### src/rtl/scan_chain_pkg.sv
// scan_chain_pkg: shared defaults for the scan-chain responder slice.
package scan_chain_pkg;
  localparam int NUM_IO_DEF = 8;
  localparam int SYNC_STAGES = 2;
  localparam int CNT_W_DEF = 16;
endpackage

### src/rtl/sync_edge.sv
// sync_edge: multi-flop synchroniser with one extra stage for edge detection.
module sync_edge
  import scan_chain_pkg::*;
(
  input  logic clk,
  input  logic resetb,
  input  logic async_in,
  output logic sync_out,
  output logic rise,
  output logic fall,
  output logic dly_out
);
  logic [SYNC_STAGES:0] pipe_q, pipe_d;
  always_comb pipe_d = {pipe_q[SYNC_STAGES-1:0], async_in};
  always_ff @(posedge clk or negedge resetb)
    if (!resetb) pipe_q <= '0;
    else pipe_q <= pipe_d;
  assign sync_out = pipe_q[SYNC_STAGES-1];
  assign dly_out  = pipe_q[SYNC_STAGES];
  assign rise     = sync_out & ~dly_out;
  assign fall     = ~sync_out & dly_out;
endmodule

### src/rtl/scan_chain_responder.sv
// scan_chain_responder: design-side scan-chain slot; shifts, captures and latches
// chain data and forwards the chain signals retimed to the local clock.
module scan_chain_responder
  import scan_chain_pkg::*;
#(
  parameter int NUM_IO = NUM_IO_DEF,
  parameter int CNT_W  = CNT_W_DEF
) (
  input  logic              clk,
  input  logic              resetb,
  input  logic              scan_clk_in,
  input  logic              scan_data_in,
  input  logic              scan_select_in,
  input  logic              latch_enable_in,
  output logic              scan_clk_out,
  output logic              scan_data_out,
  output logic              scan_select_out,
  output logic              latch_enable_out,
  output logic [NUM_IO-1:0] module_data_in,
  input  logic [NUM_IO-1:0] module_data_out,
  output logic [CNT_W-1:0]  shift_count
);
  logic sc_rise, sc_fall, sclk_s3, le_rise, le_s3;
  logic unused_sclk_s2, unused_le_s2, unused_le_fall;
  logic [1:0] data_sync_q, data_sync_d, sel_sync_q, sel_sync_d;
  logic sel_s3_q, sel_s3_d, sdo_q, sdo_d;
  logic [NUM_IO-1:0] shreg_q, shreg_d, mdi_q, mdi_d;
  logic [CNT_W-1:0] cnt_q, cnt_d;

  sync_edge u_sclk (
    .clk(clk), .resetb(resetb), .async_in(scan_clk_in), .sync_out(unused_sclk_s2),
    .rise(sc_rise), .fall(sc_fall), .dly_out(sclk_s3)
  );

  sync_edge u_le (
    .clk(clk), .resetb(resetb), .async_in(latch_enable_in), .sync_out(unused_le_s2),
    .rise(le_rise), .fall(unused_le_fall), .dly_out(le_s3)
  );

  // Data and select share the scan clock's sync depth, so they line up with sc_rise.
  always_comb begin
    data_sync_d = {data_sync_q[0], scan_data_in};
    sel_sync_d  = {sel_sync_q[0], scan_select_in};
    sel_s3_d    = sel_sync_q[1];
    shreg_d     = !sc_rise ? shreg_q :
                  sel_sync_q[1] ? module_data_out : {shreg_q[NUM_IO-2:0], data_sync_q[1]};
    cnt_d       = !sc_rise ? cnt_q : sel_sync_q[1] ? '0 : &cnt_q ? cnt_q : cnt_q + 1'b1;
    sdo_d       = sc_fall ? shreg_q[NUM_IO-1] : sdo_q;
    mdi_d       = le_rise ? shreg_q : mdi_q;
  end

  always_ff @(posedge clk or negedge resetb)
    if (!resetb) begin
      data_sync_q <= '0;
      sel_sync_q  <= '0;
      sel_s3_q    <= 1'b0;
      shreg_q     <= '0;
      cnt_q       <= '0;
      sdo_q       <= 1'b0;
      mdi_q       <= '0;
    end else begin
      data_sync_q <= data_sync_d;
      sel_sync_q  <= sel_sync_d;
      sel_s3_q    <= sel_s3_d;
      shreg_q     <= shreg_d;
      cnt_q       <= cnt_d;
      sdo_q       <= sdo_d;
      mdi_q       <= mdi_d;
    end

  assign scan_clk_out     = sclk_s3;
  assign latch_enable_out = le_s3;
  assign scan_select_out  = sel_s3_q;
  assign scan_data_out    = sdo_q;
  assign module_data_in   = mdi_q;
  assign shift_count      = cnt_q;
endmodule

### config.mk
export PLATFORM = sky130hd
export DESIGN_NAME = scan_chain_responder
export DESIGN_NICKNAME = d
export VERILOG_FILES = /design/src/rtl/scan_chain_pkg.sv /design/src/rtl/sync_edge.sv /design/src/rtl/scan_chain_responder.sv
export SDC_FILE = /design/constraint.sdc
export NUM_CORES = 1
export LEC_CHECK = 0
export ABC_AREA = 1
export CORE_MARGIN = 5
export CORE_UTILIZATION = 40
export CTS_BUF_LIST = sky130_fd_sc_hd__clkbuf_8
export CTS_CLUSTER_DIAMETER = 200
export DETAILED_ROUTE_END_ITERATION = 12
export PLACE_DENSITY = 0.68
export SYNTH_ARGS = -nofsm -noshare
export SYNTH_HDL_FRONTEND = slang
export SYNTH_SLANG_ARGS = --single-unit
export TNS_END_PERCENT = 100
### constraint.sdc
create_clock -name clk -period 3.7 [get_ports clk]
set_input_delay 0.74 -clock clk [delete_from_list [all_inputs] [get_ports clk]]
set_output_delay 0.74 -clock clk [all_outputs]
set_load 0.02 [all_outputs]
==> summary.txt, run 1 <==
status = complete, no violations
vias = 1696
met2 routed WL = 2030 µm
worst ir drop on vdd = 170 µV
Worst-Skew Late Latency = 290 ps
worst path cell trace = clkdlybuf4s50_1
initial DRC count = 104
metal1 wirelength = 2160 µm
vias in the first global route = 1609
fin. max-slew vios = 0
routed length per instance = 12.7 µm
initial antenna violation count = 0
Hold Path Class = register to register
post-CTS setup buffers = 0
Setup Crit Path Kind = register to output port
number of flops mapped to enable cells by yosys = 0
slew margin rel. = 35.0%
First-pass DRT Iterations = 4
post-synth top area share = 54.1%
mapped cell area = 0.00204 mm²
P&R area growth vs syn = 28.0%
final setup violation count = 0
fillcell total = 503
Clock Skew = 10.6 ps
CP top delay family = buffers and inverters
Hold Buf Count CTS = 0
CTS tree = built
Synth Register Bits = 44
PwrDens = 413 mW/mm²
Primary FF master, synth = dfrtp_1
met3 WL = 233 µm
f_max = 463 MHz
Final WS setup = 1540 ps
Synth Net Count = 254
antenna-violating nets left = 0
Core Rows = 26
clock root cell = clkbuf_8
Die H = 81.3 µm
# Max-Cap Violations = 0
Syn Area/Cell = 8.52 µm²
CP endpoint kind = output port
sequential share of the synthesized area = 54.1%
Post-route DRC = 0
Port Buffers = 41
clock slew at reported path FFs = 90 ps
number of diodes = 0
dpl hpwl = 3080 µm
Syn. warnings = 0
largest cells by area after synthesis = dfrtp_1, nand2_1, inv_1
crit-path max cell delay = 650 ps
top-count cell post-synth = nand2_1
Place WS = 1850 ps
global route overflow = 0
post-synth top area cell = dfrtp_1
Commonest cells post-synth = nand2_1, dfrtp_1, inv_1
post-route cell area = 0.00261 mm²
GPL Wtd Cong = 0.805
dpl cell area = 0.00249 mm²
WP buf/inv = 1
Tot GR Track Use = 15.1%
fraction of layout cells with a size suffix above 1 = 9.54%
Core Box Area = 0.00501 mm²
# IOs = 42
unrepaired setup endpoints after global routing = false
min Tclk post-route = 2160 ps
post-synthesis async set-or-reset flop share = 100%
CP max FO = 7
vias per cell = 4.80
Critical Path RT = 2960 ps
global-route wire length before repair = 7650 µm
CTS Buf Count = 5
clock sink count = 44
setup_tns = 0 ps
CP startpoint kind = register
Cell variety after synth = 24
DIE WIDTH = 81.3 µm
Final #Nets = 297
crit path DAT = 1420 ps
post-CTS sizing = 0
drt total wl = 4470 µm
clk buf depth = 2
Initial Util = 40.6%
CP max stage cell = clkdlybuf4s50_1
top layer in use = met4
Final Hold Vio Count = 0
Final Cycle Share = 58.3%
DIE AREA = 0.00662 mm²
Mapped Cells = 239
Slew @ Worst Pin = 975 ps
Pleak = 1.12 nW
Clock H-tree levels = 2
largest net degree at the start of global routing = 45
==> final cells by class <==
class                   instances  area (µm²)  area share [%]
inverters                      27         101            3.89
repair buffers                 41         405            15.6
well taps                      70        87.6            3.36
clock inverters                 3        42.5            1.63
clock buffers                   5        68.8            2.64
flip-flops and latches         44        1100            42.2
multi-input cells             163         800            30.7
==> layout by cell type, fill, tap and decap left out, types with 5 or more instances in the layout <==
master           netlist  layout
nand2_1               66      66
dfrtp_1               44      44
clkdlybuf4s50_1        0      40
inv_1                 26      26
o21ai_0               19      19
nor2_1                16      16
a21oi_1               15      15
nand3_1               13      13
nand4_1                6       6
o21ai_2                6       6
clkbuf_8               0       5
==> cells by family after synthesis <==
| family | Yosys count | share of synthesized area (%) |
|---|---|---|
| adder cells (fa/ha/maj) | 1 | 0.615 |
| buffers and inverters | 32 | 6.64 |
| flip-flops | 44 | 54.1 |
| XOR/XNOR | 3 | 1.29 |
| AO/OA/AOI/OAI | 46 | 12.5 |
| AND/OR/NAND/NOR | 113 | 24.8 |
==> report_power, final <==
| part | internal, mW | switching [mW] |
|---|---|---|
| clock | 0.200 | 0.165 |
| sequential | 0.522 | 0.0243 |
| combinational | 0.0736 | 0.0922 |
==> stage by stage <==
stage | total power [mW] | cells | utilization [%] | hold slack (ps)
after floorplan | 0.637 | 239 | - | 331
after global placement | 0.720 | 345 | 49.8 | 334
after detailed placement | 0.725 | 345 | 49.8 | 336
after CTS | 1.09 | 353 | 52.0 | 354
after global routing | 1.13 | 353 | 52.0 | 359
final | 1.08 | 353 | 52.0 | 350
==> flip-flops by register name, indices dropped and copies added (netlist names) <==
| register | count |
|---|---|
| sel_sync_q | 2 |
| scan_select_out | 1 |
| u_le.pipe_q | 3 |
| module_data_in | 8 |
| shreg_q | 8 |
| shift_count | 16 |
| data_sync_q | 2 |
| u_sclk.pipe_q | 3 |
| scan_data_out | 1 |
==> worst paths after layout <==
| kind | cells after the start | from | end | slack [ps] |
|---|---|---|---|---|
| min reg2reg | 0 | data_sync_q[0] | data_sync_q[1] | 350 |
| max reg2reg | 7 | sel_sync_q[1] | shift_count[2] | 1850 |
| min | 0 | data_sync_q[0] | data_sync_q[1] | 350 |
| max in group asynchronous | 1 | resetb | shreg_q[4] | 2490 |
| max | 1 | shift_count[7] | shift_count[7] | 1540 |
| min in group asynchronous | 1 | resetb | module_data_in[1] | 590 |
==> per-layer routing <==
| layer | global-route usage, % | vias to the layer above |
|---|---|---|
| li1 | - | 854 |
| met1 | 20.7 | 788 |
| met2 | 23.8 | 48 |
| met3 | 3.66 | 6 |
| met4 | 4.22 | 0 |
| met5 | 0 | - |
(Power assumes the default switching activity.)
==> run 2: changes to the inputs <==
clock period = 2.2 ns   (was 3.7 ns; I/O delays follow)
==> run 2 against run 1 <==
Effect of this change: clock skew is 3.6 ps lower; utilization is 0.75 points higher; cell count is 0.57% higher; setup slack worse by 1200 ps; sequential share of layout area is 0.60 points lower; largest power group unchanged; highest routed layer unchanged.
==> summary.txt, run 2 (synthesized netlist as in run 1, its figures left out) <==
final core area utilization = 52.8% (was 52.0%)
most frequent cells in the layout = nand2_1, dfrtp_1, clkdlybuf4s50_1 (unchanged)
Worst-Skew Late Latency = 300 ps (was 290 ps)
P&R area growth vs syn = 29.9% (was 28.0%)
routed length per instance = 12.3 µm (was 12.7 µm)
largest net degree at the start of global routing = 45 (unchanged)
Setup Crit Path Kind = register to output port (unchanged)
Core Box Area = 0.00501 mm² (unchanged)
commonest non-fill, non-tap cell in the layout = nand2_1 (unchanged)
antenna-violating nets left = 0 (unchanged)
clock root cell = clkbuf_8 (unchanged)
post-CTS sizing = 0 (unchanged)
Port Buffers = 41 (unchanged)
Post-route DRC = 0 (unchanged)
# Max-Cap Violations = 0 (unchanged)
fin. max-slew vios = 0 (unchanged)
CTS Buf Count = 5 (unchanged)
unrepaired setup endpoints after global routing = false (unchanged)
initial DRC count = 78 (was 104)
final setup violation count = 0 (unchanged)
CP startpoint kind = register (unchanged)
First-pass DRT Iterations = 5 (was 4)
Final Cycle Share = 85.1%
global route overflow = 0 (unchanged)
f_max = 534 MHz
CP top delay family = buffers and inverters (unchanged)
GPL Wtd Cong = 0.807 (was 0.805)
WP buf/inv = 1 (unchanged)
Die H = 81.3 µm (unchanged)
Core Rows = 26 (unchanged)
vias in the first global route = 1524 (was 1609)
worst reg2reg startpoint = sel_sync_q[1] (unchanged)
# IOs = 42 (unchanged)
setup_tns = 0 ps (unchanged)
DIE WIDTH = 81.3 µm (unchanged)
clock slew at reported path FFs = 90 ps (about the same)
Worst Setup SP = shift_count[7] (unchanged)
Slew @ Worst Pin = 468 ps (was 975 ps)
worst ir drop on vdd = 276 µV (was 170 µV)
fillcell total = 494 (was 503)
global-route wire length before repair = 7270 µm (was 7650 µm)
PwrDens = 699 mW/mm² (was 413 mW/mm²)
number of diodes = 0 (unchanged)
CP max stage cell = clkdlybuf4s50_1 (unchanged)
crit-path max cell delay = 650 ps (about the same)
DIE AREA = 0.00662 mm² (unchanged)
Clock H-tree levels = 2 (unchanged)
vias = 1687 (was 1696)
min Tclk post-route = 1870 ps
max reg flops = 16 (unchanged)
initial antenna violation count = 0 (unchanged)
Tot GR Track Use = 14.3% (was 15.1%)
Hold Path Class = input pin to asynchronous set/reset pin (was register to register)
Hold Buf Count CTS = 0 (unchanged)
clock sink count = 44 (unchanged)
clk buf depth = 2 (unchanged)
Final #Nets = 299 (was 297)
Initial Util = 40.6% (unchanged)
Pleak = 1.14 nW (was 1.12 nW)
vias per cell = 4.75 (was 4.80)
fraction of layout cells with a size suffix above 1 = 10.2% (was 9.54%)
worst path cell trace = clkdlybuf4s50_1 (unchanged)
Critical Path RT = 1760 ps (was 2960 ps)
CP endpoint kind = output port (unchanged)
status = complete, no violations (unchanged)
CTS tree = built (unchanged)
CP max FO = 7 (unchanged)
Clock Skew = 7.05 ps (was 10.6 ps)
crit path DAT = 1430 ps (was 1420 ps)
drt total wl = 4370 µm (was 4470 µm)
Final Hold Vio Count = 0 (unchanged)
slew margin rel. = 68.7% (was 35.0%)
dpl hpwl = 3100 µm (was 3080 µm)
post-CTS setup buffers = 0 (unchanged)
run 2: final cells by class:
| class | count | area, µm² | share of cell area [%] |
|---|---|---|---|
| Sequential cell | 44 | 1100 | 41.6 |
| Inverter | 27 | 101 | 3.83 |
| Clock inverter | 2 | 38.8 | 1.47 |
| Multi-Input combinational cell | 163 | 800 | 30.2 |
| Timing Repair Buffer | 43 | 433 | 16.4 |
| Clock buffer | 6 | 82.6 | 3.12 |
| Tap cell | 70 | 87.6 | 3.31 |
run 2: worst reg2reg max path, stage by stage, from the launching register on:
cell	delay (ps)
dfrtp_1	540
inv_1	320
nand3_1	120
nor2_1	110
nand2_1	70
nand2_2	310
nand2_1	120
o21ai_2	70
run 2: layer usage:
| metal | global-route usage [%] | vias to the layer above | share of wire [%] |
|---|---|---|---|
| li1 | - | 860 | - |
| met1 | 18.2 | 780 | 47 |
| met2 | 23.3 | 42 | 46 |
| met3 | 4.10 | 5 | 5.5 |
| met4 | 4.73 | 0 | 1.1 |
| met5 | 0 | - | 0 |
run 2: per-stage QoR:
step / std cells / setup WS [ps] / power (mW) / instance area (µm²) / hold slack, ps
global placement: 347 / 468 / 1.22 / 2520 / 333
floorplan: 239 / 600 / 1.07 / 2040 / 144
finish: 355 / 328 / 1.85 / 2640 / 104
global route: 355 / 164 / 1.94 / 2640 / 111
CTS: 355 / 314 / 1.88 / 2640 / 109
detailed placement: 347 / 420 / 1.22 / 2520 / 335
run 2: power by group:
| part | switching, mW | total, mW | internal (mW) |
|---|---|---|---|
| registers | 0.0406 | 0.919 | 0.878 |
| logic | 0.154 | 0.283 | 0.129 |
| clock network | 0.275 | 0.647 | 0.371 |
run 2: final timing paths:
kind / endpoint / slack [ps] / cells past startpoint
worst max-delay path: shift_count[7] / 330 / 1
worst min-delay path: module_data_in[1] / 100 / 2
worst max register to register: shift_count[7] / 460 / 7
worst min register to register: u_sclk.pipe_q[1] / 350 / 0
max in group asynchronous: shift_count[6] / 1880 / 2
min in group clk: u_sclk.pipe_q[1] / 350 / 0
==> run 3: changes to the inputs <==
CTS_CLUSTER_DIAMETER = default   (was 200)
clock period = 2.05 ns   (was 2.2 ns; I/O delays follow)
==> run 3 against run 2 <==
Effect of this change: utilization is 0.20 points higher; largest power group unchanged; global-route usage is 0.65 points higher; via count is 1.4% higher; die area stayed put; clock skew hardly changed; power is 10% higher; register-to-register slack worse by 170 ps; combinational power is 8.1% higher.
==> summary.txt, run 3 (synthesized netlist as in run 1, its figures left out) <==
status = complete, no violations (unchanged)
Die H = 81.3 µm (unchanged)
number of diodes = 0 (unchanged)
drt total wl = 4360 µm (was 4370 µm)
f_max = 546 MHz
Core Rows = 26 (unchanged)
GPL Wtd Cong = 0.840 (was 0.807)
commonest non-fill, non-tap cell in the layout = nand2_1 (unchanged)
CP startpoint kind = register (unchanged)
Worst-Skew Late Latency = 290 ps (was 300 ps)
Hold Buf Count CTS = 0 (unchanged)
vias per cell = 4.80 (was 4.75)
Final Total Pwr = 2.04 mW (was 1.85 mW)
vias in the first global route = 1646 (was 1524)
post-CTS sizing = 0 (unchanged)
unrepaired setup endpoints after global routing = false (unchanged)
Clock Skew = 7.48 ps (was 7.05 ps)
WP buf/inv = 1 (unchanged)
Initial Util = 40.6% (unchanged)
fin. max-slew vios = 0 (unchanged)
Hold Path Class = input pin to asynchronous set/reset pin (unchanged)
min Tclk post-route = 1830 ps
crit-path max cell delay = 650 ps (about the same)
vias = 1710 (was 1687)
First-pass DRT Iterations = 4 (was 5)
CP max stage cell = clkdlybuf4s50_1 (unchanged)
Core Box Area = 0.00501 mm² (unchanged)
Place WS = 279 ps (was 420 ps)
initial antenna violation count = 0 (unchanged)
crit path DAT = 1420 ps (was 1430 ps)
clk buf depth = 2 (unchanged)
most frequent cells in the layout = nand2_1, dfrtp_1, clkdlybuf4s50_1 (unchanged)
Tot GR Track Use = 14.9% (was 14.3%)
Port Buffers = 41 (unchanged)
slew margin rel. = 63.4% (was 68.7%)
post-route cell area = 0.00265 mm² (was 0.00264 mm²)
clock slew at reported path FFs = 80 ps (was 90 ps)
Setup Crit Path Kind = register to output port (unchanged)
# IOs = 42 (unchanged)
Final Cycle Share = 89.3%
fraction of layout cells with a size suffix above 1 = 10.5% (was 10.2%)
Final #Nets = 301 (was 299)
setup_tns = 0 ps (unchanged)
CP top delay family = buffers and inverters (unchanged)
P&R area growth vs syn = 30.4% (was 29.9%)
worst ir drop on vdd = 453 µV (was 276 µV)
routed length per instance = 12.3 µm (about the same)
clock root cell = clkbuf_8 (unchanged)
final core area utilization = 53.0% (was 52.8%)
Final Hold Vio Count = 0 (unchanged)
worst path cell trace = clkdlybuf4s50_1 (unchanged)
Slew @ Worst Pin = 549 ps (was 468 ps)
largest net degree at the start of global routing = 45 (unchanged)
Final WS setup = 218 ps (was 328 ps)
Critical Path RT = 1640 ps (was 1760 ps)
Pleak = 1.15 nW (was 1.14 nW)
DIE AREA = 0.00662 mm² (unchanged)
# Max-Cap Violations = 0 (unchanged)
PwrDens = 768 mW/mm² (was 699 mW/mm²)
initial DRC count = 73 (was 78)
antenna-violating nets left = 0 (unchanged)
CTS tree = built (unchanged)
DIE WIDTH = 81.3 µm (unchanged)
Post-route DRC = 0 (unchanged)
max reg flops = 16 (unchanged)
CP max FO = 7 (unchanged)
global-route wire length before repair = 7510 µm (was 7270 µm)
dpl cell area = 0.00252 mm² (about the same)
clock sink count = 44 (unchanged)
Clock H-tree levels = 2 (unchanged)
post-CTS setup buffers = 0 (unchanged)
CP endpoint kind = output port (unchanged)
dpl hpwl = 3090 µm (was 3100 µm)
final setup violation count = 0 (unchanged)
CTS Buf Count = 5 (unchanged)
global route overflow = 0 (unchanged)
## run 3: report_power, final
| group | internal [mW] | switching (mW) |
|---|---|---|
| combinational | 0.138 | 0.168 |
| sequential | 0.943 | 0.0401 |
| clock | 0.479 | 0.271 |
## run 3: through the flow
| stage | hold slack, ps | std cells |
|---|---|---|
| 6_report | 183 | 356 |
| 2_1_floorplan | 114 | 239 |
| 3_3_place_gp | 334 | 349 |
| 3_5_place_dp | 337 | 349 |
| 5_1_grt | 228 | 356 |
| 4_1_cts | 202 | 356 |
## run 3: metal layers
metal / vias up / track usage [%] / share of wire (%)
met5: - / 0 / 0
met4: 0 / 5.57 / 1.4
met2: 41 / 23.9 / 47
met3: 4 / 4.32 / 5.8
met1: 805 / 19.2 / 46
li1: 860 / - / -
## run 3: cell type report
type                            count  area [µm²]
Clock buffer                        5        68.8
Clock inverter                      2        60.1
Fill cell                         489        2360
Inverter                           27         101
Multi-Input combinational cell    163         800
Sequential cell                    44        1100
Tap cell                           70        87.6
Timing Repair Buffer               45         435
## run 3: final timing paths
path | from | endpoint | slack [ps] | depth (start not counted)
setup / recovery | shift_count[7] | shift_count[7] | 220 | 1
hold / removal | resetb | u_le.pipe_q[2] | 180 | 2
setup reg to reg | shift_count[0] | shift_count[2] | 290 | 9
hold reg to reg | sel_sync_q[0] | sel_sync_q[1] | 350 | 0
max in group asynchronous | resetb | shift_count[3] | 1480 | 2
min in group clk | sel_sync_q[0] | sel_sync_q[1] | 350 | 0
==> edit 1: new RTL, settings of run 3 <==
The package constant `CNT_W_DEF` goes from 16 to 32.
--- a/src/rtl/scan_chain_pkg.sv
+++ b/src/rtl/scan_chain_pkg.sv
@@ -4,3 +4,3 @@
   localparam int SYNC_STAGES = 2;
-  localparam int CNT_W_DEF = 16;
+  localparam int CNT_W_DEF = 32;
 endpackage
Interface: changed (resized shift_count); port bits go from 42 to 58. No check against the original RTL was run, so the function may have changed too.
==> edit 1 against run 3 <==
Core utilization is 0.77 points lower; synthesized area increased by 56%; sequential cell count grew 16; first-iteration DRC count up 44%; power is 27% higher; worst setup slack got worse by 0.073 ns; combinational power rose by 6%; critical path depth unchanged; routed wire length increased by 75%; clock power up 29%; cell area increased by 52%; via count up 68%; sequential power grew 33%; largest power group unchanged.
==> edit 1: results (changes against run 3) <==
Synth
  • Synth cell count leaders: nand2_1 (183), dfrtp_1 (60), nor2_1 (49) (was nand2_1 (66), dfrtp_1 (44), inv_1 (26))
  • Unique masters post-synth: 26 (was 24)
  • Seq/Total Area, Yosys: 47.4% (was 54.1%)
  • Synthesized net count: 444 (was 254)
  • Async S/R FF share, synth: 100% (unchanged)
  • Top cells by area, synth: dfrtp_1 (47%), nand2_1 (22%), nor2_1 (5.8%), o21ai_0 (4.9%), inv_1 (4.0%) (was dfrtp_1 (54%), nand2_1 (12%), inv_1 (4.8%), o21ai_0 (4.7%), a21oi_1 (3.7%))
  • Primary FF master, synth: dfrtp_1 (unchanged)
  • Yosys warnings: 0 (unchanged)

Setup path
  • Max incr delay on CP: about 0.66 ns
  • Crit path arrival time: 1.49 ns (was 1.42 ns)
  • Top delay family on crit path: buffers and inverters (unchanged)
  • Worst-path fanout max: 7 (unchanged)
  • Crit-path slowest cell: clkdlybuf4s50_1 (unchanged)

Clock tree
  • Post-CTS Repair Setup Buffers: 0 (unchanged)
  • Worst-path clk slew: 0.08 ns (about the same)
  • Max Root-Sink Buffers: 2 (unchanged)
  • PostCTS Resize Cnt: 0 (unchanged)
  • CTS Buf Count: 9 (was 5)
  • Worst-Skew Late Latency: 0.34 ns (was 0.29 ns)
  • Htree depth: 3 (was 2)
  • Root Driver: clkbuf_8 (unchanged)

GRT
  • Total track usage: 16.3% (was 14.9%)
  • Antenna violations before repair: 0 (unchanged)
  • Largest net degree at the start of global routing: 61 (was 45)
  • First-pass GRT wire length: 13000 µm (was 7510 µm)
  • Vias in the first global route: 2744 (was 1646)

Layout
  • Share of layout cells above drive strength 1: 7.85% (was 10.5%)
  • Ant. Diodes: 0 (unchanged)
  • Commonest non-fill, non-tap cell in the layout: nand2_1 (unchanged)
  • Net count, final: 507 (was 301)
  • FILL cells: 756 (was 489)
  • Number of flip-flops in the largest register: 32 (was 16)

Placement
  • RePlAce Congestion: 0.870 (was 0.840)
  • Port buffer count: 57 (was 41)
  • Setup slack at placement: 0.222 ns (was 0.279 ns)
  • Detailed Place HPWL: 5430 µm (was 3090 µm)

Route
  • Initial DRC count: 105 (was 73)
  • Wire length per cell: 12.8 µm (was 12.3 µm)
  • Drt pass-1 iters: 4 (unchanged)
  • Drt via density: 4.80 (about the same)

Timing
  • Clock Skews: 0.0106 ns (was 0.00748 ns)
  • Slew margin rel.: 67.9% (was 63.4%)
  • Count of final hold-check violations: 0 (unchanged)

Status
  • Status: finished, final reports clean (unchanged)

Pwr
  • P_leak: 1.86 nW (was 1.15 nW)
  • Worst vdd ir: 292 µV (was 453 µV)

Min path
  • HP Class: in2async (unchanged)
## edit 1: changes by cell type in the layout (fill, tap and decap cells not counted), sizes merged, moves of 3 or more
cell,change
nor2,+36
o22ai,+7
nand2,+118
clkinv,+3
clkdlybuf4s50,+16
o21bai,+4
nand3b,+11
clkbuf,+5
xor2,+4
dfrtp,+16
a21oi,-14
nand4,-5
inv,+10
## edit 1: layer usage
| metal | vias up | routed length [µm] | global-route usage, % |
|---|---|---|---|
| li1 | 1474 | - | - |
| met1 | 1330 | 3500 | 20.9 |
| met2 | 62 | 3650 | 26.8 |
| met3 | 12 | 333 | 3.04 |
| met4 | 0 | 160 | 7.35 |
| met5 | - | 0 | 0 |
## edit 1: power breakdown
| group | total [mW] | switching [mW] | internal [mW] |
|---|---|---|---|
| logic | 0.324 | 0.177 | 0.147 |
| registers | 1.31 | 0.0459 | 1.26 |
| clock network | 0.970 | 0.501 | 0.469 |
| total | 2.60 | 0.724 | 1.87 |
## edit 1: through the flow
stage	std cells	hold slack, ns	cell area [µm²]	util (%)	power (mW)
CTS	599	0.0802	4030	52.2	2.63
floorplan	429	0.114	3170	-	1.48
global route	599	0.0936	4030	52.2	2.71
global placement	583	0.333	3860	49.9	1.65
finish	599	0.0713	4030	52.2	2.60
detailed placement	583	0.336	3860	49.9	1.66
## edit 1: worst paths after layout
kind,start,end,slack (ns),cells after the start
worst max register to register,shift_count[0]$_DFFE_PN0P_,shift_count[30]$_DFFE_PN0P_,0.22,10
min in group clk,data_sync_q[0]$_DFF_PN0_,data_sync_q[1]$_DFF_PN0_,0.35,0
max in group asynchronous,resetb,shift_count[26]$_DFFE_PN0P_,1.73,2
worst max-delay path,shift_count[8]$_DFFE_PN0P_,shift_count[8],0.15,1
worst min-delay path,resetb,shreg_q[7]$_DFFE_PN0P_,0.07,2
worst min register to register,data_sync_q[0]$_DFF_PN0_,data_sync_q[1]$_DFF_PN0_,0.35,0
## edit 1: logic make-up (layout without fill, tap and decap cells)
| group | count (synthesis) | count (layout) | share of synthesized area [%] |
|---|---|---|---|
| simple gates | 271 | 271 | 36.4 |
| flops | 60 | 60 | 47.4 |
| compound gates | 46 | 46 | 8.02 |
| xor+xnor | 6 | 6 | 1.66 |
| buf+inv | 45 | 113 | 6.12 |
| fa+ha+maj | 1 | 1 | 0.395 |
## edit 1: layout make-up
cell class,count,area [µm²],share of cell area [%]
Timing Repair Buffer,61,621,15.4
Clock buffer,10,138,3.41
Inverter,36,135,3.35
Tap cell,102,128,3.16
Clock inverter,6,38.8,0.962
Multi-Input combinational cell,324,1470,36.5
Sequential cell,60,1500,37.2
==> edit 2: new RTL, settings of run 3 <==
Without the edit above. Register the inputs `scan_data_in`, `scan_select_in`, `latch_enable_in` and `module_data_out` before use, cleared by the reset. The logic sees them one clock later.
--- a/src/rtl/scan_chain_responder.sv
+++ b/src/rtl/scan_chain_responder.sv
@@ -22,2 +22,22 @@
 );
+
+  logic scan_data_q;
+  logic scan_select_q;
+  logic latch_enable_q;
+  logic [NUM_IO-1:0] module_data_out_q;
+
+  always_ff @(posedge clk or negedge resetb) begin
+    if (!resetb) begin
+      scan_data_q       <= '0;
+      scan_select_q     <= '0;
+      latch_enable_q    <= '0;
+      module_data_out_q <= '0;
+    end else begin
+      scan_data_q       <= scan_data_in;
+      scan_select_q     <= scan_select_in;
+      latch_enable_q    <= latch_enable_in;
+      module_data_out_q <= module_data_out;
+    end
+  end
+
   logic sc_rise, sc_fall, sclk_s3, le_rise, le_s3;
@@ -35,3 +55,3 @@
   sync_edge u_le (
-    .clk(clk), .resetb(resetb), .async_in(latch_enable_in), .sync_out(unused_le_s2),
+    .clk(clk), .resetb(resetb), .async_in(latch_enable_q), .sync_out(unused_le_s2),
     .rise(le_rise), .fall(unused_le_fall), .dly_out(le_s3)
@@ -41,7 +61,7 @@
   always_comb begin
-    data_sync_d = {data_sync_q[0], scan_data_in};
-    sel_sync_d  = {sel_sync_q[0], scan_select_in};
+    data_sync_d = {data_sync_q[0], scan_data_q};
+    sel_sync_d  = {sel_sync_q[0], scan_select_q};
     sel_s3_d    = sel_sync_q[1];
     shreg_d     = !sc_rise ? shreg_q :
-                  sel_sync_q[1] ? module_data_out : {shreg_q[NUM_IO-2:0], data_sync_q[1]};
+                  sel_sync_q[1] ? module_data_out_q : {shreg_q[NUM_IO-2:0], data_sync_q[1]};
     cnt_d       = !sc_rise ? cnt_q : sel_sync_q[1] ? '0 : &cnt_q ? cnt_q : cnt_q + 1'b1;
Check against the original RTL: not equivalent (Yosys sat finds a counterexample within 4 cycles, from zero or initial values and one cycle with resetb low).
==> edit 2 against run 3 <==
Sequential share of layout area up 6.0 points; sequential cell count up 11; worst setup slack worse by 0.031 ns; synthesized area up 14%; global-route usage down 1.7 points; largest power group unchanged; routed wire length up 3.3%; power up 3.5%; critical endpoint is now shift_count[2]; cell area up 9.3%; sequential power up 24%.
==> edit 2: results (changes against run 3) <==
Layout
  • NonClk Buf Share: 15.4% (was 16.4%)
  • Net count, final: 312 (was 301)
  • FILL cells: 515 (was 489)
  • Clock buf/inv share: 2.93% (was 4.86%)

Synth
  • Synthesized net count: 265 (was 254)
  • Compound-Gate Fraction of Synth Area: 11.0% (was 12.5%)
  • Syn_area_per_cell: 9.24 µm² (was 8.52 µm²)
  • Seq/Total Area, Yosys: 59.6% (was 54.1%)
  • Synth Area in Adders: 0.541% (was 0.615%)
  • Synth cell count leaders: nand2_1 (66), dfrtp_1 (55), inv_1 (26) (was nand2_1 (66), dfrtp_1 (44), inv_1 (26))

Timing
  • Clock Skews: 0.00620 ns (was 0.00748 ns)
  • WHS: 0.0190 ns (was 0.183 ns)
  • Slew margin rel.: 65.9% (was 63.4%)

Route
  • Wire length per cell: 12.2 µm (was 12.3 µm)
  • Total number of vias: 1754 (was 1710)
  • Initial DRC count: 93 (was 73)
  • Met2 routed WL: 1970 µm (was 2040 µm)
  • WL final: 4510 µm (was 4360 µm)

GRT
  • Met2 Usage GRT: 19.8% (was 23.9%)
  • Largest net degree at the start of global routing: 25 (was 45)

Clock tree
  • Worst-path clk slew: 0.10 ns (was 0.08 ns)
  • Worst-Skew Late Latency: 0.31 ns (was 0.29 ns)

Placement
  • Placed insts: 362 (was 349)
  • Detailed Place HPWL: 3260 µm (was 3090 µm)
  • Placed inst area: 2820 µm² (was 2520 µm²)
  • RePlAce Congestion: 0.888 (was 0.840)

Setup path
  • Reg2reg end: shift_count[7]$_DFFE_PN0P_ (was shift_count[2]$_DFFE_PN0P_)

Pwr
  • Worst vdd ir: 340 µV (was 453 µV)

Status
  • Status: finished, final reports clean (unchanged)

Die
  • Area of the core: 5570 µm² (was 5010 µm²)
[edit 2: worst max path at each step]
stage	cells after the start	slack [ns]	from	endpoint
after floorplan	10	0.45	shift_count[0]$_DFFE_PN0P_	shift_count[14]$_DFFE_PN0P_
after global placement	9	0.40	shift_count[0]$_DFFE_PN0P_	shift_count[7]$_DFFE_PN0P_
after detailed placement	8	0.31	shift_count[0]$_DFFE_PN0P_	shift_count[4]$_DFFE_PN0P_
after CTS	1	0.18	shift_count[2]$_DFFE_PN0P_	shift_count[2]
after global routing	9	0.09	shift_count[0]$_DFFE_PN0P_	shift_count[9]$_DFFE_PN0P_
final	1	0.19	shift_count[2]$_DFFE_PN0P_	shift_count[2]
[edit 2: logic make-up after synthesis]
group,after synthesis
buffers and inverters,32
xor gates and xnor gates,3
DFF,55
adders and majority gates,1
and+or+nand+nor,113
AOI/OAI and AO/OA,46
[edit 2: where the power goes]
part           switching, mW  internal [mW]
logic                  0.168          0.140
registers             0.0462           1.17
clock network          0.348          0.239
total                  0.562           1.55
